### config.mk
export PLATFORM = sky130hd
export DESIGN_NAME = dmac_mc
export DESIGN_NICKNAME = d
export VERILOG_FILES = /design/src/rtl/dmac_mc_pkg.sv /design/src/rtl/dmac_rr_arb.sv /design/src/rtl/dmac_mc.sv
export SDC_FILE = /design/constraint.sdc
export NUM_CORES = 1
export LEC_CHECK = 0
export BUFFER_PORTS_ARGS = -buffer_cell sky130_fd_sc_hd__buf_2
export CAP_MARGIN = 20
export CORE_AREA = 2 2 311 313
export DETAILED_ROUTE_END_ITERATION = 12
export DIE_AREA = 0 0 313 315
export MAX_ROUTING_LAYER = met4
export RECOVER_POWER = 25
export SETUP_SLACK_MARGIN = 0.5
export SLEW_MARGIN = 5
export SYNTH_ARGS = -nofsm -noshare
export SYNTH_HDL_FRONTEND = slang
export SYNTH_SLANG_ARGS = --single-unit
### constraint.sdc
create_clock -name clk -period 4.4 [get_ports clk]
set_clock_uncertainty 0.2 [all_clocks]
set_input_delay 0.88 -clock clk [delete_from_list [all_inputs] [get_ports clk]]
set_output_delay 0.88 -clock clk [all_outputs]
set_load 0.02 [all_outputs]
### src/rtl/dmac_mc_pkg.sv
// dmac_mc_pkg: shared engine state encoding and round-robin index helper
package dmac_mc_pkg;
  typedef enum logic [1:0] {IDLE, ISSUE, ACTIVE, DONE} eng_state_e;
  function automatic int rr_next(input int idx, input int n);
    return (idx + 1 >= n) ? 0 : idx + 1;
  endfunction
endpackage

### src/rtl/dmac_rr_arb.sv
// dmac_rr_arb: combinational round-robin pick starting after last_grant
module dmac_rr_arb
  import dmac_mc_pkg::*;
#(
  parameter int NUM_CH = 4,
  localparam int CH_W = $clog2(NUM_CH)
) (
  input  logic [NUM_CH-1:0] pending,
  input  logic [CH_W-1:0]   last_grant,
  output logic [CH_W-1:0]   grant_idx,
  output logic              valid
);
  logic [CH_W-1:0] c;
  always_comb begin
    valid = 1'b0;
    grant_idx = '0;
    c = last_grant;
    for (int k = 0; k < NUM_CH; k++) begin
      c = CH_W'(rr_next(int'(c), NUM_CH));
      if (!valid && pending[c]) begin
        valid = 1'b1;
        grant_idx = c;
      end
    end
  end
endmodule

### src/rtl/dmac_mc.sv
// dmac_mc: multi-channel DMA front end, round-robin read and write engines onto one host port
module dmac_mc
  import dmac_mc_pkg::*;
#(
  parameter int NUM_CH = 4,
  parameter int DATA_WIDTH = 32,
  parameter int ADDR_WIDTH = 32,
  parameter int SIZE_WIDTH = 16,
  localparam int CH_W = $clog2(NUM_CH)
) (
  input  logic                         clk,
  input  logic                         rst,
  input  logic [ADDR_WIDTH-1:0]        base_addr,
  input  logic [NUM_CH-1:0]            ch_rd_go,
  input  logic [NUM_CH*ADDR_WIDTH-1:0] ch_rd_addr,
  input  logic [NUM_CH*SIZE_WIDTH-1:0] ch_rd_size,
  input  logic [NUM_CH-1:0]            ch_rd_en,
  output logic [DATA_WIDTH-1:0]        ch_rd_data,
  output logic [NUM_CH-1:0]            ch_empty,
  output logic [NUM_CH-1:0]            ch_rd_busy,
  output logic [NUM_CH-1:0]            ch_rd_done,
  output logic [NUM_CH-1:0]            ch_rd_err,
  input  logic [NUM_CH-1:0]            ch_wr_go,
  input  logic [NUM_CH*ADDR_WIDTH-1:0] ch_wr_addr,
  input  logic [NUM_CH*SIZE_WIDTH-1:0] ch_wr_size,
  input  logic [NUM_CH-1:0]            ch_wr_en,
  input  logic [NUM_CH*DATA_WIDTH-1:0] ch_wr_data,
  output logic [NUM_CH-1:0]            ch_full,
  output logic [NUM_CH-1:0]            ch_wr_busy,
  output logic [NUM_CH-1:0]            ch_wr_done,
  output logic [NUM_CH-1:0]            ch_wr_err,
  output logic                         dma_rd_go,
  output logic [ADDR_WIDTH-1:0]        dma_rd_addr,
  output logic [SIZE_WIDTH-1:0]        dma_rd_size,
  input  logic [DATA_WIDTH-1:0]        dma_rd_data,
  input  logic                         dma_empty,
  output logic                         dma_rd_en,
  input  logic                         dma_rd_done,
  output logic                         dma_wr_go,
  output logic [ADDR_WIDTH-1:0]        dma_wr_addr,
  output logic [SIZE_WIDTH-1:0]        dma_wr_size,
  output logic [DATA_WIDTH-1:0]        dma_wr_data,
  input  logic                         dma_full,
  output logic                         dma_wr_en,
  input  logic                         dma_wr_done
);
  eng_state_e rd_st, rd_st_n, wr_st, wr_st_n;
  logic [CH_W-1:0] rd_g, rd_last, rd_idx, wr_g, wr_last, wr_idx;
  logic rd_valid, wr_valid;
  logic [NUM_CH-1:0] rd_pend, rd_acc, rd_err, rd_oh, wr_pend, wr_acc, wr_err, wr_oh;
  logic [ADDR_WIDTH-1:0] rd_addr_q [NUM_CH];
  logic [ADDR_WIDTH-1:0] wr_addr_q [NUM_CH];
  logic [SIZE_WIDTH-1:0] rd_size_q [NUM_CH];
  logic [SIZE_WIDTH-1:0] wr_size_q [NUM_CH];
  dmac_rr_arb #(.NUM_CH(NUM_CH)) u_rd_arb (.pending(rd_pend), .last_grant(rd_last), .grant_idx(rd_idx), .valid(rd_valid));
  dmac_rr_arb #(.NUM_CH(NUM_CH)) u_wr_arb (.pending(wr_pend), .last_grant(wr_last), .grant_idx(wr_idx), .valid(wr_valid));
  always_comb begin
    rd_st_n = rd_st == IDLE ? (rd_valid ? ISSUE : IDLE) :
              rd_st == ISSUE ? ACTIVE :
              rd_st == ACTIVE ? (dma_rd_done ? DONE : ACTIVE) : IDLE;
    for (int i = 0; i < NUM_CH; i++)
      rd_acc[i] = ch_rd_go[i] & ~rd_pend[i] & (ch_rd_size[i*SIZE_WIDTH +: SIZE_WIDTH] != '0);
  end
  always_ff @(posedge clk) begin
    if (rst) begin
      rd_st <= IDLE;
      rd_pend <= '0;
      rd_err <= '0;
      rd_g <= '0;
      rd_last <= CH_W'(NUM_CH - 1);
      dma_rd_addr <= '0;
      dma_rd_size <= '0;
    end else begin
      rd_st <= rd_st_n;
      rd_err <= ch_rd_go & ~rd_acc;
      rd_pend <= (rd_pend & ~(rd_st == DONE ? rd_oh : '0)) | rd_acc;
      if (rd_st == IDLE && rd_valid) begin
        rd_g <= rd_idx;
        dma_rd_addr <= base_addr + rd_addr_q[rd_idx];
        dma_rd_size <= rd_size_q[rd_idx];
      end
      if (rd_st == DONE) rd_last <= rd_g;
      for (int i = 0; i < NUM_CH; i++)
        if (rd_acc[i]) begin
          rd_addr_q[i] <= ch_rd_addr[i*ADDR_WIDTH +: ADDR_WIDTH];
          rd_size_q[i] <= ch_rd_size[i*SIZE_WIDTH +: SIZE_WIDTH];
        end
    end
  end
  assign rd_oh = NUM_CH'(1) << rd_g;
  assign dma_rd_go = rd_st == ISSUE;
  assign dma_rd_en = rd_st == ACTIVE && ch_rd_en[rd_g] && !dma_empty;
  assign ch_rd_data = rd_st == ACTIVE ? dma_rd_data : '0;
  assign ch_empty = rd_st == ACTIVE ? (~rd_oh | {NUM_CH{dma_empty}}) : '1;
  assign ch_rd_busy = rd_pend;
  assign ch_rd_done = rd_st == DONE ? rd_oh : '0;
  assign ch_rd_err = rd_err;
  always_comb begin
    wr_st_n = wr_st == IDLE ? (wr_valid ? ISSUE : IDLE) :
              wr_st == ISSUE ? ACTIVE :
              wr_st == ACTIVE ? (dma_wr_done ? DONE : ACTIVE) : IDLE;
    for (int i = 0; i < NUM_CH; i++)
      wr_acc[i] = ch_wr_go[i] & ~wr_pend[i] & (ch_wr_size[i*SIZE_WIDTH +: SIZE_WIDTH] != '0);
  end
  always_ff @(posedge clk) begin
    if (rst) begin
      wr_st <= IDLE;
      wr_pend <= '0;
      wr_err <= '0;
      wr_g <= '0;
      wr_last <= CH_W'(NUM_CH - 1);
      dma_wr_addr <= '0;
      dma_wr_size <= '0;
    end else begin
      wr_st <= wr_st_n;
      wr_err <= ch_wr_go & ~wr_acc;
      wr_pend <= (wr_pend & ~(wr_st == DONE ? wr_oh : '0)) | wr_acc;
      if (wr_st == IDLE && wr_valid) begin
        wr_g <= wr_idx;
        dma_wr_addr <= base_addr + wr_addr_q[wr_idx];
        dma_wr_size <= wr_size_q[wr_idx];
      end
      if (wr_st == DONE) wr_last <= wr_g;
      for (int i = 0; i < NUM_CH; i++)
        if (wr_acc[i]) begin
          wr_addr_q[i] <= ch_wr_addr[i*ADDR_WIDTH +: ADDR_WIDTH];
          wr_size_q[i] <= ch_wr_size[i*SIZE_WIDTH +: SIZE_WIDTH];
        end
    end
  end
  assign wr_oh = NUM_CH'(1) << wr_g;
  assign dma_wr_go = wr_st == ISSUE;
  assign dma_wr_en = wr_st == ACTIVE && ch_wr_en[wr_g] && !dma_full;
  assign dma_wr_data = wr_st == ACTIVE ? ch_wr_data[wr_g*DATA_WIDTH +: DATA_WIDTH] : '0;
  assign ch_full = wr_st == ACTIVE ? (~wr_oh | {NUM_CH{dma_full}}) : '1;
  assign ch_wr_busy = wr_pend;
  assign ch_wr_done = wr_st == DONE ? wr_oh : '0;
  assign ch_wr_err = wr_err;
endmodule

==> impl_summary.md <==
Power
Summed over all cells, the static leakage comes to 13.8 nW. Dividing total power by cell area gives a power density of around 450 nW/um^2. IR analysis of the VDD net gives a maximum drop of 0.000350 V.

Critical path
The maximum fanout along the worst path is 6. The slowest cell on the critical path is a311oi_2. The startpoint type of the worst setup path is a flip-flop. The critical path goes through ha_4 -> or3_4 -> a31oi_4 -> nor2b_4 -> a211oi_2 -> a31oi_2 -> buf_4 -> ha_4 -> inv_2 -> fa_2 -> and2b_1 -> o2111ai_2 -> a311oi_2 -> a21oi_2 -> buf_4 -> buf_6 -> o31ai_4 -> xnor2_1 -> o21ai_1 -> and2_1. The data required time at the worst endpoint is between 4 and 5 ns. The critical path is of the flip-flop to flip-flop type.

The arrival time at the worst endpoint is 4.73 ns. The worst setup path is captured at a flip-flop. The maximum single-stage delay on the critical path is around 0.37 ns.

Synth
The area share of fa/ha/maj cells after synthesis is 4.31%. The synthesized design contains a little over 500 register bits. The complex-gate fraction of the synthesized area is 11.0%. Summing the sequential cell areas from Yosys gives 59.5% of the chip area.

The share of Yosys cell area claimed by the top area cell type is 49.0%. The async set or reset register ratio after synthesis is 0%. The number of synthesized flops with an enable pin is 384. The leading register cell type out of synthesis is edfxtp_1.

The synthesized netlist occupies a cell area of approximately 24000 um^2. Sorting the synthesized cells by area gives the leading types as edfxtp_1 49%, dfxtp_1 11%, mux4_2 7.8%, ha_1 4.1%, nand2_1 4.0%. The number of nets in the synthesized netlist is between 2000 and 3000. By area, the combinational part of the netlist is dominated by simple AND/OR/NAND/NOR gates. The number of unique standard cell types used by synthesis is 71. The synthesized netlist devotes 13.3% of its cell area to simple gates.

The total number of yosys warnings is 0. The synthesized instance count is around 1900. The multiplexer share of the synthesized area is approximately 8.1%. Of all cell types, the one taking the most synthesized area is edfxtp_1. The average instance area after synthesis is ~13 um^2.

The share of the synthesized netlist area taken by xor and xnor gates is ~1.7%.

Timing
The headroom to the max-slew limit is 30.6%. In the finished design, the share of the clock period the worst path needs comes to 100%. The accumulated negative setup slack is -0.00698 ns.

The final number of max-transition violations is 0. After layout, the worst setup slack is -0.00579 ns. Counting I/O delays and the setup requirement, the final critical path takes 4.41 ns.

The slew at the pin closest to its max-slew limit is 1.04 ns. The total count of hold-check failures in the final report is 0. Setup repair after global routing could not meet its margin everywhere. The count of endpoints failing setup in the final report is 2. The fmax is 227 MHz.

Job
Across the run, the number of max-cap violations was 0.

Floorplanning
The effective utilization at floorplan is 24.6%. The number of standard-cell rows in the floorplan is 114. The horizontal die dimension is roughly 310 um. The floorplan step set the die height to 315 um. During I/O placement, the number of pins put on the boundary was 794.

The die outline area is 98600 um^2. The core region area is around 96000 um^2.

Global routing
Entering global routing, the biggest net connects 55 pins. The via count of the first global-routing pass was 19800. After global routing the overflow that remains totals 0. The wire length of the first global-routing pass is between 100000 and 150000 um. Global routing used 21.2% of the available tracks across all layers. The number of antenna violations at the first check in global routing is 48.

Placement
The number of placed cells counting well taps is 3957. The congestion estimate from routability-driven global placement came to 0.978. After legalization and detailed placement, the total HPWL measured 83200 um. The quantity of I/O buffers inserted on ports is 793.

Status
The checks that failed: setup timing. The run finished, with violations left.

Drt
The post-detailed-route wirelength per cell is 25.6 um. The routed wire length is 107000 um. Once detail routing completed, the nets flagged for antenna violations numbered 0.

The via density per instance is 4.82. Detailed routing inserted a total of ~20000 vias. The first TritonRoute pass finished after 5 iterations. For this run, design rule violations remaining after detail routing come to 0. The first routing iteration left 1490 violations.

Finish
The top cell types in the final layout, fill and taps aside, are 762 x buf_2, 384 x edfxtp_1, 242 x nand2_1, 169 x buf_4, 118 x dfxtp_1. The multi-input combinational cells in the finished layout cover a total of 10500 um^2. The number of non-filler instances in the completed layout is 4186.

Relative to the synthesized area, the layout overhead comes to 45.3%. The filler cells instantiated in the layout total about 9400. Leaving out fill and tap cells, the most frequent cell in the layout is buf_2. Registers take 14000 um^2. In the final layout, the share of cells above drive strength 1 is 47.9%.

At the end of the flow, the number of nets in the layout was 3514.

CTS
The TritonCTS sink count is roughly 500. TritonCTS created 58 clock buffers. The clock-pin transition on the worst setup and hold timing paths is 0.06 ns. The H-tree was split into 2 levels. TritonCTS built the clock tree. The root buffer cell is clkbuf_16. The source-to-sink clock delay at the later pin of the worst-skew pair is 0.63 ns.

In this run the deepest clock path goes through 3 buffers.

Hold path
The worst hold-check path type is input port to flip-flop.
[sequential cells by signal, summed over array words and instances, names as in the netlist]
name	flops
dma_rd_size	16
ch_rd_err	4
rd_last	2
wr_g	2
wr_last	2
ch_wr_busy	4
dma_rd_addr	32
ch_wr_err	4
rd_st	2
dma_wr_addr	32
dma_wr_size	16
rd_g	2
rd_addr_q	128
rd_size_q	64
wr_addr_q	128
ch_rd_busy	4
wr_size_q	64
wr_st	2
[cell type report]
| cell class | count | area share, % |
|---|---|---|
| Antenna cell | 25 | 0.183 |
| Clock buffer | 70 | 4.65 |
| Clock inverter | 39 | 1.14 |
| Inverter | 20 | 0.219 |
| Multi-Input combinational cell | 1234 | 30.6 |
| Sequential cell | 508 | 41.0 |
| Tap cell | 1276 | 4.67 |
| Timing Repair Buffer | 1014 | 17.5 |
[synthesized netlist by cell type (all sizes together) (4+ instances only)]
master / n
nor3: 11
mux4: 82
nor2: 76
edfxtp: 384
nor4: 36
o211ai: 4
nand4: 14
o21ai: 35
a41oi: 7
clkbuf: 69
a31oi: 40
a21o: 39
xnor2: 30
and3: 18
nand2b: 21
a311oi: 17
buf: 31
nor2b: 8
ha: 78
nand3: 22
xor2: 15
or3: 13
and2: 117
o21a: 7
nand2: 251
and4: 5
dfxtp: 124
a211oi: 62
nor3b: 7
nor4b: 6
a21boi: 4
nand3b: 12
o31ai: 5
inv: 20
a21oi: 139
mux2i: 7
[power by group]
group | leakage [nW] | internal [W] | switching [W]
clock | 0.981 | 0.00295 | 0.00210
sequential | 4.59 | 0.00555 | 0.000225
combinational | 8.23 | 0.00200 | 0.00255
[per-layer routing]
layer  global-route usage, %  wire length (um)  vias to the layer above
met2                    36.6             54100                      992
li1                        -                 -                     9085
met5                       -                 0                        -
met4                    8.83              5320                        0
met1                    23.7             39700                     9906
met3                    4.41              8020                      202
[repair_timing]
item	CTS	global route
gates cloned	5	1
pin swaps	95	79
setup buffers	53	36
gates resized for setup	148	112
setup endpoints to repair	46	49
hold buffers	0	0
[critical path, delay by kind of cell, from the launching register on]
| family | cells | cell delay, ns |
|---|---|---|
| AO/OA/AOI/OAI | 8 | 1.42 |
| adder cells (fa/ha/maj) | 3 | 0.71 |
| XOR/XNOR | 1 | 0.14 |
| buffers and inverters | 4 | 0.48 |
| AND/OR/NAND/NOR | 4 | 1.03 |
| flip-flops | 1 | 0.33 |
[cell families (layout without fill, tap and decap cells)]
family / after synthesis / after routing
multiplexers: 89 / 89
AND/OR/NAND/NOR: 628 / 629
AO/OA/AOI/OAI: 391 / 391
other: 0 / 25
buffers and inverters: 120 / 1143
flip-flops: 508 / 508
XOR/XNOR: 45 / 45
adder cells (fa/ha/maj): 80 / 80
[per-stage QoR]
step	util (%)	hold WS, ns	area, um^2	power [W]	worst slack (ns)
2_1_floorplan	-	0.278	23800	0.00803	0.0692
3_3_place_gp	31.3	0.237	30000	0.00964	-0.0981
3_5_place_dp	31.3	0.244	30000	0.00965	-0.122
4_1_cts	34.8	0.183	33300	0.0151	0.0510
5_1_grt	35.7	0.194	34200	0.0160	-0.213
6_report	35.7	0.223	34200	0.0154	-0.00579
[worst paths after layout]
check	from	endpoint	slack, ns	cells past startpoint
worst min register to register	dma_rd_addr[29]$_SDFFE_PP0P_	dma_rd_addr[29]$_SDFFE_PP0P_	0.25	2
worst max-delay path	rd_last[1]$_SDFFE_PP1P_	dma_rd_addr[18]$_SDFFE_PP0P_	-0.006	20
worst min-delay path	ch_rd_addr[37]	rd_addr_q[1][5]$_DFFE_PP_	0.22	1
worst max register to register	rd_last[1]$_SDFFE_PP1P_	dma_rd_addr[18]$_SDFFE_PP0P_	-0.006	20
No activity file was read; power rests on OpenSTA's default activity.
